--- config.mk ---
export PLATFORM = sky130hd
export DESIGN_NAME = life_ctrl_flat
export DESIGN_NICKNAME = d
export VERILOG_FILES = /design/src/rtl/life_pkg.sv /design/src/rtl/life_ctrl_if.sv /design/src/rtl/life_tick_gen.sv /design/src/rtl/life_ctrl.sv /design/src/flat_wrapper.sv
export SDC_FILE = /design/constraint.sdc
export NUM_CORES = 1
export LEC_CHECK = 0
export CORE_UTILIZATION = 57
export CTS_BUF_LIST = sky130_fd_sc_hd__clkbuf_8
export DETAILED_ROUTE_END_ITERATION = 12
export GPL_TIMING_DRIVEN = 0
export PLACE_DENSITY = 0.79
export SYNTH_ARGS = -nofsm -noshare
export SYNTH_HDL_FRONTEND = slang
export SYNTH_SLANG_ARGS = --single-unit
--- constraint.sdc ---
create_clock -name clk -period 2.8 [get_ports clk]
set_input_delay 0.56 -clock clk [delete_from_list [all_inputs] [get_ports clk]]
set_output_delay 0.56 -clock clk [all_outputs]
set_load 0.05 [all_outputs]
--- src/rtl/life_pkg.sv ---
// Shared opcode, state and grid-size definitions for the Life controller and
// the PS/2 input stage that feeds it.
package life_pkg;

  localparam logic [3:0] OP_NONE  = 4'd0;
  localparam logic [3:0] OP_UP    = 4'd1;
  localparam logic [3:0] OP_DOWN  = 4'd2;
  localparam logic [3:0] OP_LEFT  = 4'd3;
  localparam logic [3:0] OP_RIGHT = 4'd4;
  localparam logic [3:0] OP_ENTER = 4'd5;
  localparam logic [3:0] OP_FAST  = 4'd6;
  localparam logic [3:0] OP_SLOW  = 4'd7;
  localparam logic [3:0] OP_RUN   = 4'd8;

  localparam int LIFE_COLS = 64;
  localparam int LIFE_ROWS = 48;

  typedef enum logic {
    ST_PAUSE = 1'b0,
    ST_RUN   = 1'b1
  } state_t;

  function automatic logic is_move(input logic [3:0] op);
    return (op >= OP_UP) && (op <= OP_RIGHT);
  endfunction

endpackage

--- src/rtl/life_ctrl_if.sv ---
// User-opcode input and cursor/run-control outputs of the Life controller.
interface life_ctrl_if #(
  parameter int X_W = 6,
  parameter int Y_W = 6
);
  logic [3:0]     usr_op;
  logic [X_W-1:0] cur_x;
  logic [Y_W-1:0] cur_y;
  logic           toggle;
  logic           running;
  logic [2:0]     speed;
  logic           step;

  modport master (output usr_op, input cur_x, cur_y, toggle, running, speed, step);
  modport slave  (input usr_op, output cur_x, cur_y, toggle, running, speed, step);
endinterface

--- src/rtl/life_tick_gen.sv ---
// Generation-step tick: period TICK_BASE >> speed, one-cycle step on each wrap.
module life_tick_gen #(
  parameter int TICK_BASE = 50000000
) (
  input  logic       clk,
  input  logic       rst,
  input  logic [2:0] speed,
  input  logic       running,
  input  logic       clear,
  output logic       step
);

  logic [31:0] period;
  logic [31:0] cnt;

  assign period = 32'(TICK_BASE) >> speed;

  // clear has priority so a run/pause change or speed change never emits a step
  always_ff @(posedge clk) begin
    if (!rst) begin
      cnt  <= '0;
      step <= 1'b0;
    end else if (clear || !running) begin
      cnt  <= '0;
      step <= 1'b0;
    end else if (cnt >= period - 32'd1) begin
      cnt  <= '0;
      step <= 1'b1;
    end else begin
      cnt  <= cnt + 32'd1;
      step <= 1'b0;
    end
  end

endmodule

--- src/rtl/life_ctrl.sv ---
// Life user controller: key-edge detection, cursor movement with auto-repeat,
// cell toggle, run/pause and speed control, generation tick.
module life_ctrl
  import life_pkg::*;
#(
  parameter int COLS      = LIFE_COLS,
  parameter int ROWS      = LIFE_ROWS,
  parameter int X_W       = 6,
  parameter int Y_W       = 6,
  parameter int TICK_BASE = 50000000,
  parameter int RPT_DELAY = 25000000,
  parameter int RPT_RATE  = 5000000
) (
  input logic        clk,
  input logic        rst,
  life_ctrl_if.slave bus
);

  localparam logic [X_W-1:0] X_LAST     = X_W'(COLS - 1);
  localparam logic [Y_W-1:0] Y_LAST     = Y_W'(ROWS - 1);
  localparam logic [31:0]    RPT_LAST   = 32'(RPT_DELAY - 1);
  localparam logic [31:0]    RPT_RELOAD = 32'(RPT_DELAY - RPT_RATE);

  state_t         state;
  logic [3:0]     op_prev;
  logic [31:0]    rpt_cnt;
  logic [X_W-1:0] cur_x;
  logic [Y_W-1:0] cur_y;
  logic           toggle;
  logic [2:0]     speed;
  logic           step;

  logic press, held_move, rpt_fire, do_move, run_tog, spd_up, spd_dn, tick_clr;

  always_comb begin
    press     = 1'b0;
    held_move = 1'b0;
    rpt_fire  = 1'b0;
    do_move   = 1'b0;
    run_tog   = 1'b0;
    spd_up    = 1'b0;
    spd_dn    = 1'b0;
    press     = (bus.usr_op != OP_NONE) && (bus.usr_op != op_prev);
    held_move = (bus.usr_op == op_prev) && is_move(op_prev);
    rpt_fire  = held_move && (rpt_cnt == RPT_LAST);
    do_move   = (press && is_move(bus.usr_op)) || rpt_fire;
    run_tog   = press && (bus.usr_op == OP_RUN);
    spd_up    = press && (bus.usr_op == OP_FAST) && (speed != 3'd7);
    spd_dn    = press && (bus.usr_op == OP_SLOW) && (speed != 3'd0);
    tick_clr  = run_tog || spd_up || spd_dn;
  end

  always_ff @(posedge clk) begin
    if (!rst) begin
      state   <= ST_PAUSE;
      op_prev <= OP_NONE;
      rpt_cnt <= '0;
      cur_x   <= '0;
      cur_y   <= '0;
      toggle  <= 1'b0;
      speed   <= '0;
    end else begin
      op_prev <= bus.usr_op;
      toggle  <= 1'b0;

      if (press)          rpt_cnt <= '0;
      else if (rpt_fire)  rpt_cnt <= RPT_RELOAD;
      else if (held_move) rpt_cnt <= rpt_cnt + 32'd1;
      else                rpt_cnt <= '0;

      // a repeat only fires while usr_op equals op_prev, so usr_op names the move
      if (do_move) begin
        case (bus.usr_op)
          OP_UP:    cur_y <= (cur_y == '0)     ? Y_LAST : cur_y - 1'b1;
          OP_DOWN:  cur_y <= (cur_y == Y_LAST) ? '0     : cur_y + 1'b1;
          OP_LEFT:  cur_x <= (cur_x == '0)     ? X_LAST : cur_x - 1'b1;
          OP_RIGHT: cur_x <= (cur_x == X_LAST) ? '0     : cur_x + 1'b1;
          default:  ;
        endcase
      end

      if (press) begin
        case (bus.usr_op)
          OP_ENTER: if (state == ST_PAUSE) toggle <= 1'b1;
          OP_FAST:  if (spd_up) speed <= speed + 3'd1;
          OP_SLOW:  if (spd_dn) speed <= speed - 3'd1;
          OP_RUN:   state <= (state == ST_RUN) ? ST_PAUSE : ST_RUN;
          default:  ;
        endcase
      end
    end
  end

  life_tick_gen #(.TICK_BASE(TICK_BASE)) u_tick (
    .clk     (clk),
    .rst     (rst),
    .speed   (speed),
    .running (state == ST_RUN),
    .clear   (tick_clr),
    .step    (step)
  );

  assign bus.cur_x   = cur_x;
  assign bus.cur_y   = cur_y;
  assign bus.toggle  = toggle;
  assign bus.running = (state == ST_RUN);
  assign bus.speed   = speed;
  assign bus.step    = step;

endmodule

--- src/flat_wrapper.sv ---
// flat-port wrapper written by rule: the top's interface ports become plain ports
module life_ctrl_flat import life_pkg::*;
#(
  parameter int COLS      = LIFE_COLS,
  parameter int ROWS      = LIFE_ROWS,
  parameter int X_W       = 6,
  parameter int Y_W       = 6,
  parameter int TICK_BASE = 50000000,
  parameter int RPT_DELAY = 25000000,
  parameter int RPT_RATE  = 5000000
)
  (clk, rst, bus_usr_op, bus_cur_x, bus_cur_y, bus_toggle, bus_running, bus_speed, bus_step);
  life_ctrl_if #(.X_W(X_W), .Y_W(Y_W)) bus_i ();
  input logic clk;
  input logic rst;
  input wire logic [$bits(bus_i.usr_op)-1:0] bus_usr_op;
  output wire logic [$bits(bus_i.cur_x)-1:0] bus_cur_x;
  output wire logic [$bits(bus_i.cur_y)-1:0] bus_cur_y;
  output wire logic [$bits(bus_i.toggle)-1:0] bus_toggle;
  output wire logic [$bits(bus_i.running)-1:0] bus_running;
  output wire logic [$bits(bus_i.speed)-1:0] bus_speed;
  output wire logic [$bits(bus_i.step)-1:0] bus_step;
  assign bus_i.usr_op = bus_usr_op;
  assign bus_cur_x = bus_i.cur_x;
  assign bus_cur_y = bus_i.cur_y;
  assign bus_toggle = bus_i.toggle;
  assign bus_running = bus_i.running;
  assign bus_speed = bus_i.speed;
  assign bus_step = bus_i.step;
  life_ctrl #(.COLS(COLS), .ROWS(ROWS), .X_W(X_W), .Y_W(Y_W), .TICK_BASE(TICK_BASE), .RPT_DELAY(RPT_DELAY), .RPT_RATE(RPT_RATE)) u_core (.clk(clk), .rst(rst), .bus(bus_i));
endmodule
==> flow_metrics.py, run 1 <==
metrics = {
    "clock_network": {
        "cts_buffers": 9,
        "hold_buffers": 0,
        "clock_tree.root_cell": "clkbuf_8",
        "tritoncts": "yes",
        "clk_path_buf_depth": 2,
        "clock_insertion_delay_worst_skew_ps": 380,
        "clock_sinks": 86,
        "clkSlewWorstSetupHoldPaths_ps": 100,
        "clock_tree.htree_level_count": 3,
    },
    "synthesis": {
        "synth_seq_cells": 86,
        "synth_area_per_cell_sq_um": 8.18,
        "synth_xor_area_frac": 0.114,
        "synth_adder_area_share": 0.0985,
        "synth-main-ff-cell": "dfxtp_1",
        "main_combinational_cell_family_by_area_after_synthesis": "simple AND/OR/NAND/NOR gates",
        "fraction_of_registers_with_async_set_reset": 0,
        "synth_area_sq_mm": 0.00529,
        "yosysSeqAreaShare": 0.326,
        "yosys.area.top_type_share": 0.326,
        "synth-edff-count": 0,
        "synth-warning-count": 0,
        "synth_top_cell_by_area": "dfxtp_1",
        "yosys.cell_types.count": 61,
        "synth-compound-area-share": 0.132,
        "synthMostInstantiatedCell": "nor2_1",
        "simple_gate_share_of_the_synthesized_area": 0.292,
        "synth.area.top_cells": "dfxtp_1 33%, ha_1 9.5%, nor2_1 6.8%",
        "syn-instance-count": 646,
        "synth.cells.most_frequent": "96 x nor2_1, 86 x dfxtp_1, 46 x nand3_1, 44 x nand2_1, 40 x ha_1",
        "muxShareOfSynthArea": 0.00213,
    },
    "worst_hold_path": {
        "hold_class": "reg2reg",
        "hold_depth": 1,
    },
    "outcome": {
        "outcome": "finished, final reports clean",
    },
    "critical_path": {
        "max_incr_delay_on_cp_ps": 410,
        "ff2ff_path_depth": 12,
        "worst_endpoint_required_time_ps": 3110,
        "critical_path_arrival_ps": 3000,
        "worst_path_max_delay_cell": "dfxtp_4",
        "cell_with_the_most_instances_on_the_worst_path": "buf_4",
        "timing.critical_path.cells": "clkinvlp_4 > nor2_4 > o21bai_2 > ha_1 > a21oi_1 > o21ai_0 > a221oi_2 > nor4b_4 > o21ai_2 > buf_4 > buf_4 > nor2_1",
        "cp_max_fo": 7,
        "crit_path_start_kind": "flop",
        "critPathCaptureType": "flop",
        "critical_path_class": "reg2reg",
    },
    "sta": {
        "maxSlewViolCount": 0,
        "min_period_over_period": 0.961,
        "count_of_endpoints_failing_hold_in_the_final_timing_report": 0,
        "worst_slew_margin_rel": 0.292,
        "max_freq_mhz": 372,
        "transition_time_at_the_pin_with_the_least_slew_margin_ps": 1050,
        "setup-violations-final": 0,
        "period_minus_slack_ps": 2690,
        "fin_skew_ps": 15.7,
        "postLayoutSetupSlackWorst_ps": 110,
    },
    "cells_and_area": {
        "area_growth_syn_to_layout_pct": 14.8,
        "finish.net_count": 744,
        "drive_above_1_share": 0.104,
        "diodes": 0,
    },
    "global_routing": {
        "globalRouteOverflowTotal": 0,
        "initial_antenna_violation_count": 0,
        "groute.usage.overall": 0.253,
        "grt_first_pass_wirelength_um": 20100,
        "number_of_global_route_vias_before_repair": 4453,
        "grt_start_max_net_pins": 19,
    },
    "floorplan": {
        "die-width_um": 98.3,
        "die_height_um": 98.3,
        "die_footprint_sq_mm": 0.00966,
        "core_region_area_sq_mm": 0.00885,
        "floorplan.initialDensity": 0.597,
        "std_cell_rows": 34,
        "io_pins": 24,
    },
    "drt": {
        "wl_met1_um": 5770,
        "routed-via-count": 4882,
        "met3_wirelength_um": 707,
        "finalWirelength_um": 12200,
        "antenna_violating_nets_left": 0,
        "dr.first_iter.drc_count": 232,
        "drt_drc_violations_left": 0,
        "vias_per_cell": 6.03,
        "route.detailed.wl_per_inst_um": 15.0,
        "detailedRoute.firstPassIterationCount": 7,
        "highest_layer": "met4",
        "met2WireLength_um": 5540,
    },
    "power_and_ir_drop": {
        "p_leak_nw": 2.18,
        "finalPower_w": 0.00238,
        "irDropWorstVdd_mv": 0.294,
        "power_per_cell_area_mw_per_mm2": 392,
    },
    "placed_design": {
        "pre_cts_slack_ps": -325,
        "hpwl_um": 8600,
        "numPortBuffers": 23,
        "globalplace.congestion": 0.873,
    },
    "run": {
        "maxCapViolCount": 0,
    },
}
[power by group]
group	total [W]	internal (W)	leakage (nW)	switching, W
combinational	0.000245	0.0000916	1.38	0.000154
sequential	0.00125	0.00123	0.696	0.0000157
clock	0.000887	0.000353	0.102	0.000534
total	0.00238	0.00168	2.18	0.000703
[path summary, 6_finish.rpt]
path / slack, ps / end / start
hold / removal: 490 / u_core.u_tick.cnt[0] / u_core.u_tick.cnt[0]
setup / recovery: 110 / u_core.u_tick.cnt[2] / u_core.bus.speed[1]
setup reg to reg: 110 / u_core.u_tick.cnt[2] / u_core.bus.speed[1]
hold reg to reg: 490 / u_core.u_tick.cnt[0] / u_core.u_tick.cnt[0]
[sequential cells by signal (all words and copies together) (netlist names)]
signal and flops:
u_core.bus.cur_x 6, u_core.bus.cur_y 6, u_core.bus.running 1, u_core.bus.speed 3, u_core.bus.toggle 1, u_core.op_prev 4, u_core.rpt_cnt 32, u_core.u_tick.cnt 32
u_core.u_tick.step 1
[layout by cell type, fill, tap and decap left out, drive strengths merged, types with 6 or more instances in the layout]
cell type	Yosys	routed
buf	12	28
nor4b	6	6
and3	15	15
clkbuf	13	18
conb	1	6
inv	19	21
nand4	21	21
nand2	45	45
nor2	96	96
xor2	36	36
ha	40	40
a21oi	32	32
o211ai	7	7
and2	9	9
xnor2	33	33
dfxtp	86	86
a21o	6	6
o21ai	26	26
nand3	46	46
nor4	10	10
clkdlybuf4s50	0	23
or3	14	14
nor3	11	11
[critical path: cells and delay by family (launching register included)]
kind | cells | cell delay (ps)
AOI/OAI and AO/OA | 5 | 870
adders and majority gates | 1 | 280
buffers and inverters | 3 | 510
DFF | 1 | 410
and+or+nand+nor | 3 | 590
[timing repair]
item / CTS / global route
setup endpoints to repair: 33 / 33
gates cloned: 1 / 1
buffers inserted: 1 / 12
gates resized for setup: 13 / 21
pin swaps: 0 / 4
[metal layers]
| layer | vias up | track usage |
|---|---|---|
| met4 | 0 | 0.102 |
| met1 | 2325 | 0.340 |
| met5 | - | 0 |
| met2 | 138 | 0.410 |
| li1 | 2405 | - |
| met3 | 14 | 0.0351 |
[area by class of cell]
cell class	instances	area, sq um
fill	699	2780
clock inverter	7	76.3
tap	108	135
clock buffer	9	124
sequential	86	1730
multi-input combinational	521	3450
buffer	22	129
timing repair buffer	38	344
inverter	19	75.1
[cells by family after synthesis]
logic type,Yosys count
xor gates and xnor gates,69
and+or+nand+nor,297
AOI/OAI and AO/OA,107
adders and majority gates,41
DFF,86
other,1
buffers and inverters,44
muxes,1
[stage by stage]
step	TNS, ps	instance area (sq um)	hold slack (ps)	utilization	cells
after floorplan	0	5310	441	-	651
after global placement	-7230	5680	460	0.641	782
after detailed placement	-9450	5680	470	0.641	782
after CTS	0	5930	491	0.670	798
after global routing	-725	6070	528	0.686	810
final	0	6070	489	0.686	810
Power figures use the tool's default switching activity.
==> run 2, diff against run 1 <==
- ABC_AREA: unset -> 1
- CORE_UTILIZATION: 57 -> 58
==> run 2 against run 1 <==
Net effect: clock-buffer cell count up 1; register-to-register slack better by 110 ps; core utilization fell by 3.3 points; routed wire length grew 20%.
==> flow_metrics.py, run 2 <==
metrics = {
    "outcome": {
        "outcome": "finished, final reports clean",
    },
    "cells_and_area": {
        "core_util_final": 0.652,
        "reg_top3": "u_core.rpt_cnt x32, u_core.u_tick.cnt x32",
        "fin_area_sq_mm": 0.00704,
        "final_common_cell": "nand2_1",
        "area_growth_syn_to_layout_pct": 9.69,
        "drive_above_1_share": 0.101,
        "diodes": 0,
        "finish.cell_count_without_fillers": 1154,
        "finish.net_count": 1056,
        "highest_count_cells_in_the_layout_ignoring_fill_and_taps": "226 x nand2_1, 139 x inv_1, 134 x nor2_1",
        "fillerInstances": 992,
    },
    "global_routing": {
        "grt_most_used_layer": "met2",
        "globalRouteOverflowTotal": 0,
        "groute.usage.overall": 0.270,
        "groute.layer.met1.usage": 0.334,
        "grt_start_max_net_pins": 15,
        "number_of_global_route_vias_before_repair": 5519,
        "grt_util_met3": 0.0432,
        "initial_antenna_violation_count": 0,
        "grt_first_pass_wirelength_um": 24700,
        "grt.met2_usage": 0.459,
    },
    "drt": {
        "dr.first_iter.drc_count": 331,
        "antenna_violating_nets_left": 0,
        "drt_drc_violations_left": 0,
        "routed-via-count": 6023,
        "finalWirelength_um": 14500,
        "vias_per_cell": 5.22,
        "route.detailed.wl_per_inst_um": 12.6,
        "detailedRoute.firstPassIterationCount": 5,
    },
    "floorplan": {
        "die-width_um": 107,
        "core_region_area_sq_mm": 0.0108,
        "die_height_um": 107,
        "die_footprint_sq_mm": 0.0115,
        "std_cell_rows": 38,
        "io_pins": 24,
        "floorplan.initialDensity": 0.595,
    },
    "sta": {
        "min_period_over_period": 0.920,
        "max_freq_mhz": 388,
        "postLayoutSetupSlackWorst_ps": 223,
        "transition_time_at_the_pin_with_the_least_slew_margin_ps": 646,
        "setup-violations-final": 0,
        "period_minus_slack_ps": 2580,
        "worst_slew_margin_rel": 0.565,
        "count_of_endpoints_failing_hold_in_the_final_timing_report": 0,
        "final.setup.tns_ps": 0,
        "maxSlewViolCount": 0,
        "fin_skew_ps": 15.3,
        "grt_setup_unrepaired": "false",
    },
    "synthesis": {
        "synth-warning-count": 0,
        "yosysSeqAreaShare": 0.268,
        "synth-main-ff-cell": "dfxtp_1",
        "yosys.area.top_type_share": 0.268,
        "synth_area_per_cell_sq_um": 6.62,
        "synth_seq_cells": 86,
        "yosys.cell_types.count": 46,
        "synth.cells.most_frequent": "226 x nand2_1, 138 x inv_1, 136 x nor2_1, 86 x dfxtp_1, 65 x nand3_1",
        "fraction_of_registers_with_async_set_reset": 0,
        "synth_top_cell_by_area": "dfxtp_1",
        "synthMostInstantiatedCell": "nand2_1",
        "synth.area.top_cells": "dfxtp_1 27%, nand2_1 13%, inv_1 8.1%",
        "synth_area_sq_mm": 0.00642,
        "syn-instance-count": 970,
        "synth-edff-count": 0,
    },
    "placed_design": {
        "hpwl_um": 11600,
        "place.detailed.instances": 1138,
        "pre_cts_slack_ps": -102,
        "post_dp_cell_area_sq_mm": 0.00684,
        "numPortBuffers": 23,
        "globalplace.congestion": 0.958,
    },
    "critical_path": {
        "critical_path_arrival_ps": 2900,
        "crit_path_start_kind": "flop",
        "max_incr_delay_on_cp_ps": 360,
        "worst_endpoint_required_time_ps": 3120,
        "critical_path_class": "reg2reg",
        "cell_with_the_most_instances_on_the_worst_path": "nor2_1",
        "timing.critical_path.cells": "buf_2 > inv_1 > nor2_2 > nor2_1 > ha_1 > nand2_1 > nor2_1 > nand4_1 > nor2_1 > nand4_1 > nand3_2 > buf_4 > nand2_1 > inv_1",
        "critPathCaptureType": "flop",
        "worst_path_max_delay_cell": "dfxtp_1",
        "cp_max_fo": 10,
    },
    "power_and_ir_drop": {
        "clock_power_share": 0.344,
        "power_switching_share": 0.281,
        "power_per_cell_area_mw_per_mm2": 330,
        "power.net_switching_w": 0.000655,
        "irDropWorstVdd_mv": 0.287,
        "sequentialPowerShare": 0.537,
        "comb_power_share": 0.119,
        "p_leak_nw": 2.85,
        "internal_power_w": 0.00167,
    },
    "clock_network": {
        "clock_tree.root_cell": "clkbuf_8",
        "cts_buffers": 9,
        "clkSlewWorstSetupHoldPaths_ps": 80,
        "clk_path_buf_depth": 2,
        "hold_buffers": 0,
        "clock_insertion_delay_worst_skew_ps": 380,
        "cts_post_setup_buffers_inserted": 0,
        "tritoncts": "yes",
        "clock_tree.htree_level_count": 3,
        "clock_sinks": 86,
    },
    "worst_hold_path": {
        "hold_class": "reg2reg",
    },
    "run": {
        "maxCapViolCount": 0,
    },
}
run 2: timing repair:
action                                  4_1_cts  5_1_grt
hold endpoints to repair                      0        0
endpoints found under the setup margin       29       30
gates cloned                                  0        0
resized for setup                             3        4
pin swaps                                     0        0
run 2: per-stage QoR:
stage / total power, W / hold slack [ps]
after floorplan: 0.00148 / 430
after global placement: 0.00155 / 443
after detailed placement: 0.00155 / 451
after CTS: 0.00235 / 471
after global routing: 0.00245 / 482
final: 0.00233 / 478
run 2: cell families after synthesis:
logic type,count (synthesis),synth area share
compound gates,76,0.0645
xor+xnor,40,0.0546
fa+ha+maj,41,0.0811
buf+inv,164,0.105
flops,86,0.268
other cells,1,0.000584
simple gates,562,0.426
run 2: area by class of cell:
type	instances	area, sq um	area share
multi-input combinational	725	4050	0.576
sequential	86	1720	0.245
inverter	145	544	0.0773
timing repair buffer	23	230	0.0327
tap	140	175	0.0249
clock buffer	10	138	0.0195
buffer	19	138	0.0195
clock inverter	6	38.8	0.00551
run 2: power groups by stage:
stage               registers, W  clock network [W]  logic, W
CTS                      0.00125           0.000826  0.000277
finish                   0.00125           0.000800  0.000277
detailed placement       0.00128                  0  0.000275
global placement         0.00128                  0  0.000271
global route             0.00125           0.000887  0.000311
floorplan                0.00130                  0  0.000178
run 2: routing by layer:
layer  vias up  wire length (um)
li1       3188                 -
met5         -                 0
met1      2716              6900
met4         0               404
met3        27               456
met2        92              6790
run 2: final timing paths:
kind	start	endpoint	slack, ps	cells after the start
max	u_core.bus.speed[0]	u_core.u_tick.step	220	14
min	u_core.rpt_cnt[0]	u_core.rpt_cnt[0]	480	1
max reg2reg	u_core.bus.speed[0]	u_core.u_tick.step	220	14
min reg2reg	u_core.rpt_cnt[0]	u_core.rpt_cnt[0]	480	1
run 2: worst max-delay path, delay by kind of cell (launching register included):
family                     cells  cell delay, ps
and+or+nand+nor                9            1160
buffers and inverters          4             720
adders and majority gates      1             290
DFF                            1             360
==> RTL change 1: new RTL, flow settings as in run 1 <==
`Y_W` is set to 6 in 3 places; all go to 12.
--- a/src/rtl/life_ctrl_if.sv
+++ b/src/rtl/life_ctrl_if.sv
@@ -2,5 +2,5 @@
 interface life_ctrl_if #(
   parameter int X_W = 6,
-  parameter int Y_W = 6
+  parameter int Y_W = 12
 );
   logic [3:0]     usr_op;
--- a/src/rtl/life_ctrl.sv
+++ b/src/rtl/life_ctrl.sv
@@ -7,5 +7,5 @@
   parameter int ROWS      = LIFE_ROWS,
   parameter int X_W       = 6,
-  parameter int Y_W       = 6,
+  parameter int Y_W       = 12,
   parameter int TICK_BASE = 50000000,
   parameter int RPT_DELAY = 25000000,
--- a/src/flat_wrapper.sv
+++ b/src/flat_wrapper.sv
@@ -5,5 +5,5 @@
   parameter int ROWS      = LIFE_ROWS,
   parameter int X_W       = 6,
-  parameter int Y_W       = 6,
+  parameter int Y_W       = 12,
   parameter int TICK_BASE = 50000000,
   parameter int RPT_DELAY = 25000000,
Ports: changed (resized bus_cur_y); port bits go from 24 to 30. The function was not compared with the original's and may differ.
==> RTL change 1 against run 1 <==
The flow now finishes with violations (setup timing). Wire length grew 14%. Sequential cell count grew 6. Total power grew 9.3%. Setup slack lost 330 ps. Area after synthesis grew 2.0%. Design area grew 8.1%. Critical path type unchanged. Synthesized cell count grew 4.3%. Count of clock-buffer cells in the layout grew 1.
==> RTL change 1: results (changes against run 1) <==
GRT
  – Largest net degree at the start of global routing: 17 (-2)
  – Vias in the first global route: 4,852 (+9.0%)
  – Gr usage total: 28.1% (+2.7 points)

STA
  – Worst slew margin: 49.1% (+20 points)
  – Worst Hold Slack: 473 ps (-15.5 ps)
  – Worst setup margin: -219 ps (-329 ps)
  – Finish-stage setup viols: 27 (+27)

Placed design
  – Placed cell area: 5910 um^2 (+4.1%)
  – Port Buffer Count: 27 (+17%)
  – Placed Cells: 816 (+4.3%)
  – Post-DP HPWL: 9.35 mm (+8.7%)

Setup path
  – Data arrival, critical path: 3290 ps (+290 ps)
  – Worst r2r path cells: 17 (+5)
  – Reg2Reg Setup Slack: -220 ps (-330 ps)
  – FF-to-FF Start: u_core.bus.speed[2]$_SDFFE_PN0P_
  – Slowest Stage Delay on Critical Path: 530 ps (+120 ps)
  – Reg2reg end: u_core.u_tick.cnt[17]$_SDFF_PP0_

Finish
  – Non-clock buffer count: 78 (+30%)
  – Top Registers: u_core.rpt_cnt x32, u_core.u_tick.cnt x32, u_core.bus.cur_y x12
  – Buffering overhead: 10.6% (+2.8 points)
  – Post-route insts no fill: 853 (+5.3%)
  – Nets: 778 (+4.6%)
  – Clock-cell share of area: 3.17% (-0.13 points)

Logic synthesis
  – Area contributors post-synth: dfxtp_1 (34%), ha_1 (7.9%), nor2_1 (7.0%)

CTS
  – PostCTS Resize Cnt: 16 (+3)
  – Clock Sink Count: 92 (+7.0%)

Run status
  – Outcome: finished with violations
  – Failing checks: setup timing

Power
  – Pwr Density: 396 nW/um^2 (+1.1%)

Route
  – Routed WL per cell: 16.3 um (+8.5%)
==> RTL change 1: worst max path at each step <==
stage | start | endpoint | slack (ps)
3_3_place_gp | bus_usr_op[1] | u_core.bus.cur_y[7]$_SDFFE_PN0P_ | -520
4_1_cts | u_core.bus.speed[2]$_SDFFE_PN0P_ | u_core.u_tick.cnt[25]$_SDFF_PP0_ | -160
5_1_grt | u_core.bus.speed[2]$_SDFFE_PN0P_ | u_core.u_tick.cnt[3]$_SDFF_PP0_ | -320
2_1_floorplan | u_core.bus.speed[2]$_SDFFE_PN0P_ | u_core.u_tick.cnt[23]$_SDFF_PP0_ | -40
6_report | u_core.bus.speed[2]$_SDFFE_PN0P_ | u_core.u_tick.cnt[17]$_SDFF_PP0_ | -220
3_5_place_dp | bus_usr_op[1] | u_core.bus.cur_y[7]$_SDFFE_PN0P_ | -520
==> RTL change 1: worst max-delay path: cells and delay by family (launching register included) <==
kind	cells	cell delay, ps
compound gates	4	440
fa+ha+maj	2	470
buf+inv	5	530
flops	1	370
simple gates	6	1070
==> RTL change 1: logic make-up (layout without fill, tap and decap cells) <==
logic type / count (synthesis) / in the layout / synth area share, %
flops: 92 / 92 / 34.2
xor+xnor: 67 / 67 / 10.9
simple gates: 319 / 319 / 29.2
mux: 3 / 3 / 0.580
buf+inv: 51 / 115 / 3.78
compound gates: 106 / 106 / 13.1
other cells: 1 / 5 / 0.0696
fa+ha+maj: 35 / 35 / 8.26
==> RTL change 1: per-layer routing <==
| metal | global-route usage (%) | part of all wire [%] |
|---|---|---|
| met1 | 34.3 | 42 |
| met2 | 48.0 | 50 |
| met3 | 6.11 | 5.3 |
| met4 | 11.3 | 2.2 |
| met5 | 0 | 0 |
==> RTL change 2: new RTL, flow settings as in run 1 <==
Without the edit above. Make the reset (`rst`) asynchronous in 2 clocked blocks.
--- a/src/rtl/life_tick_gen.sv
+++ b/src/rtl/life_tick_gen.sv
@@ -17,5 +17,5 @@
 
   // clear has priority so a run/pause change or speed change never emits a step
-  always_ff @(posedge clk) begin
+  always_ff @(posedge clk or negedge rst) begin
     if (!rst) begin
       cnt  <= '0;
--- a/src/rtl/life_ctrl.sv
+++ b/src/rtl/life_ctrl.sv
@@ -51,5 +51,5 @@
   end
 
-  always_ff @(posedge clk) begin
+  always_ff @(posedge clk or negedge rst) begin
     if (!rst) begin
       state   <= ST_PAUSE;
Behaviour: differs if rst is asserted again (counterexample within 4 cycles, from zero or initial values and one cycle with rst low); with rst held inactive, the same outputs for 10 cycles.
==> RTL change 2 against run 1 <==
Area after synthesis rose by 6.4%. Wire length rose by 8.8%. Highest routed layer unchanged. Sequential cell count did not move. Largest cell class unchanged. The run now ends with setup timing left. Design area rose by 12%. Global-route usage rose by 1.7 points. Count of clock-buffer cells in the layout did not move. Setup slack got worse by 570 ps.
Power is not compared: it rests on default switching activity, and its combinational part moved more than twofold at a synthesized area within 25%.
==> RTL change 2: results (changes against run 1) <==
Route
  – Drt pass-1 iters: 5 (-2)
  – Routed WL per cell: 15.9 um (+5.6%)
  – Number of DRC markers in iteration 0: 160 (-31%)
  – DR vias: 4,901 (+0.39%)

Logic synthesis
  – Area contributors post-synth: dfrtp_1 (38%), ha_1 (9.1%), nor2_1 (7.2%)
  – Post-synthesis sequential area ratio: 38.3% (+5.7 points)
  – Cell variety after synth: 60 (-1.6%)
  – Synth Area in Compound Gates: 10.7% (-2.5 points)
  – Post-synth top cells: nor2_1 (108), dfrtp_1 (86), nand2_1 (61)
  – Synth Flop Type: dfrtp_1
  – Fraction of registers with async set/reset: 100% (+100 points)
  – Synth Area in XOR/XNOR: 11.2% (-0.22 points)
  – Mux contribution to synthesized area: 0.578% (+0.37 points)

Placed design
  – Gp weighted congestion: 0.908 (+4.0%)
  – Placed cell area: 6170 um^2 (+8.8%)
  – Dpl ws: -670 ps (-346 ps)

Run status
  – Failing checks: setup timing
  – Outcome: finished with violations

Finish
  – Share of layout cells above drive strength 1: 15.4% (+5.0 points)
  – Nets: 749 (+0.67%)

GRT
  – Gr usage total: 27.0% (+1.7 points)
  – Met3 Resource Use GR: 3.66% (+0.15 points)
  – Largest net degree at the start of global routing: 50 (+31)
  – Global-route wire length before repair: 22.1 mm (+10%)
  – Routing usage on met1: 34.0% (about the same)
  – GRT met2 Usage: 47.4% (+6.3 points)
  – Vias in the first global route: 4,824 (+8.3%)

STA
  – Worst slew pin tran: 852 ps (-201 ps)
  – Worst setup margin: -463 ps (-573 ps)
  – Finish-stage setup viols: 33 (+33)
  – Setup Skew: 13.6 ps (-2.09 ps)

Hold path
  – Hold WC Path Type: in -> async

Setup path
  – Worst r2r path cells: 19 (+7)
  – Reg2reg end: u_core.u_tick.step$_DFF_PN0_
  – Slowest-stage cell, CP: dfrtp_2
[RTL change 2: changes by cell type after synthesis, sizes merged, moves of 6 or more]
cell,run 1,this run
clkbuf,13,19
dfrtp,0,86
or3,14,5
nand2,45,61
and3,15,7
nand3,46,32
dfxtp,86,0
a21oi,32,25
nor2,96,108
[RTL change 2: through the flow]
stage / std cells / TNS, ps
after detailed placement: 801 / -30010
after global placement: 800 / -187590
final: 835 / -13840
after floorplan: 648 / -13250
after CTS: 829 / -13170
after global routing: 835 / -16840
[RTL change 2: cell families after synthesis]
group	after synthesis
mux	3
simple gates	298
fa+ha+maj	42
flops	86
compound gates	93
xor+xnor	72
buf+inv	48
other cells	1
[RTL change 2: worst max-delay path, delay by kind of cell (launching register included)]
| family | cells | cell delay, ps |
|---|---|---|
| AO/OA/AOI/OAI | 7 | 1280 |
| buffers and inverters | 6 | 700 |
| flip-flops | 1 | 400 |
| AND/OR/NAND/NOR | 4 | 380 |
| adder cells (fa/ha/maj) | 2 | 370 |
[RTL change 2: cell type report]
| class | instances | area, um^2 |
|---|---|---|
| Sequential cell | 86 | 2160 |
| Buffer | 25 | 190 |
| Clock buffer | 9 | 124 |
| Fill cell | 690 | 2650 |
| Tap cell | 129 | 161 |
| Inverter | 21 | 91.3 |
| Clock inverter | 7 | 75.1 |
| Timing Repair Buffer | 44 | 434 |
| Multi-Input combinational cell | 514 | 3540 |
[RTL change 2: timing repair]
item	4_1_cts	5_1_grt
cloned	2	1
gates resized for setup	24	45
buffers inserted	11	6
endpoints found under the setup margin	39	58
hold buffers	0	0
pin swaps	10	8
[RTL change 2: power by group through the flow]
stage	sequential, mW	clock [mW]	combinational, mW
finish	1.58	0.900	2.66
global route	1.59	0.977	2.88
CTS	1.56	0.913	2.46
detailed placement	1.59	0	2.29
global placement	1.58	0	2.20
floorplan	1.91	0	1.33
[RTL change 2: layer usage]
layer,up-vias,wire (um),share of wire [%]
li1,2353,-,-
met1,2393,5760,44
met2,127,6720,51
met3,28,497,3.8
met4,0,261,2.0
met5,-,0,0
[RTL change 2: worst min-delay path by stage]
stage                                            endpoint                   startpoint  slack (ps)  depth (start not counted)
after global routing      u_core.u_tick.cnt[15]$_DFF_PN0_                          rst         190                          1
after global placement        u_core.rpt_cnt[0]$_DFF_PN0_  u_core.rpt_cnt[0]$_DFF_PN0_         460                          1
final                     u_core.u_tick.cnt[15]$_DFF_PN0_                          rst         160                          1
after CTS                 u_core.u_tick.cnt[15]$_DFF_PN0_                          rst         170                          1
after detailed placement      u_core.rpt_cnt[0]$_DFF_PN0_  u_core.rpt_cnt[0]$_DFF_PN0_         470                          1
after floorplan           u_core.bus.cur_x[0]$_DFFE_PN0P_                          rst         260                          0
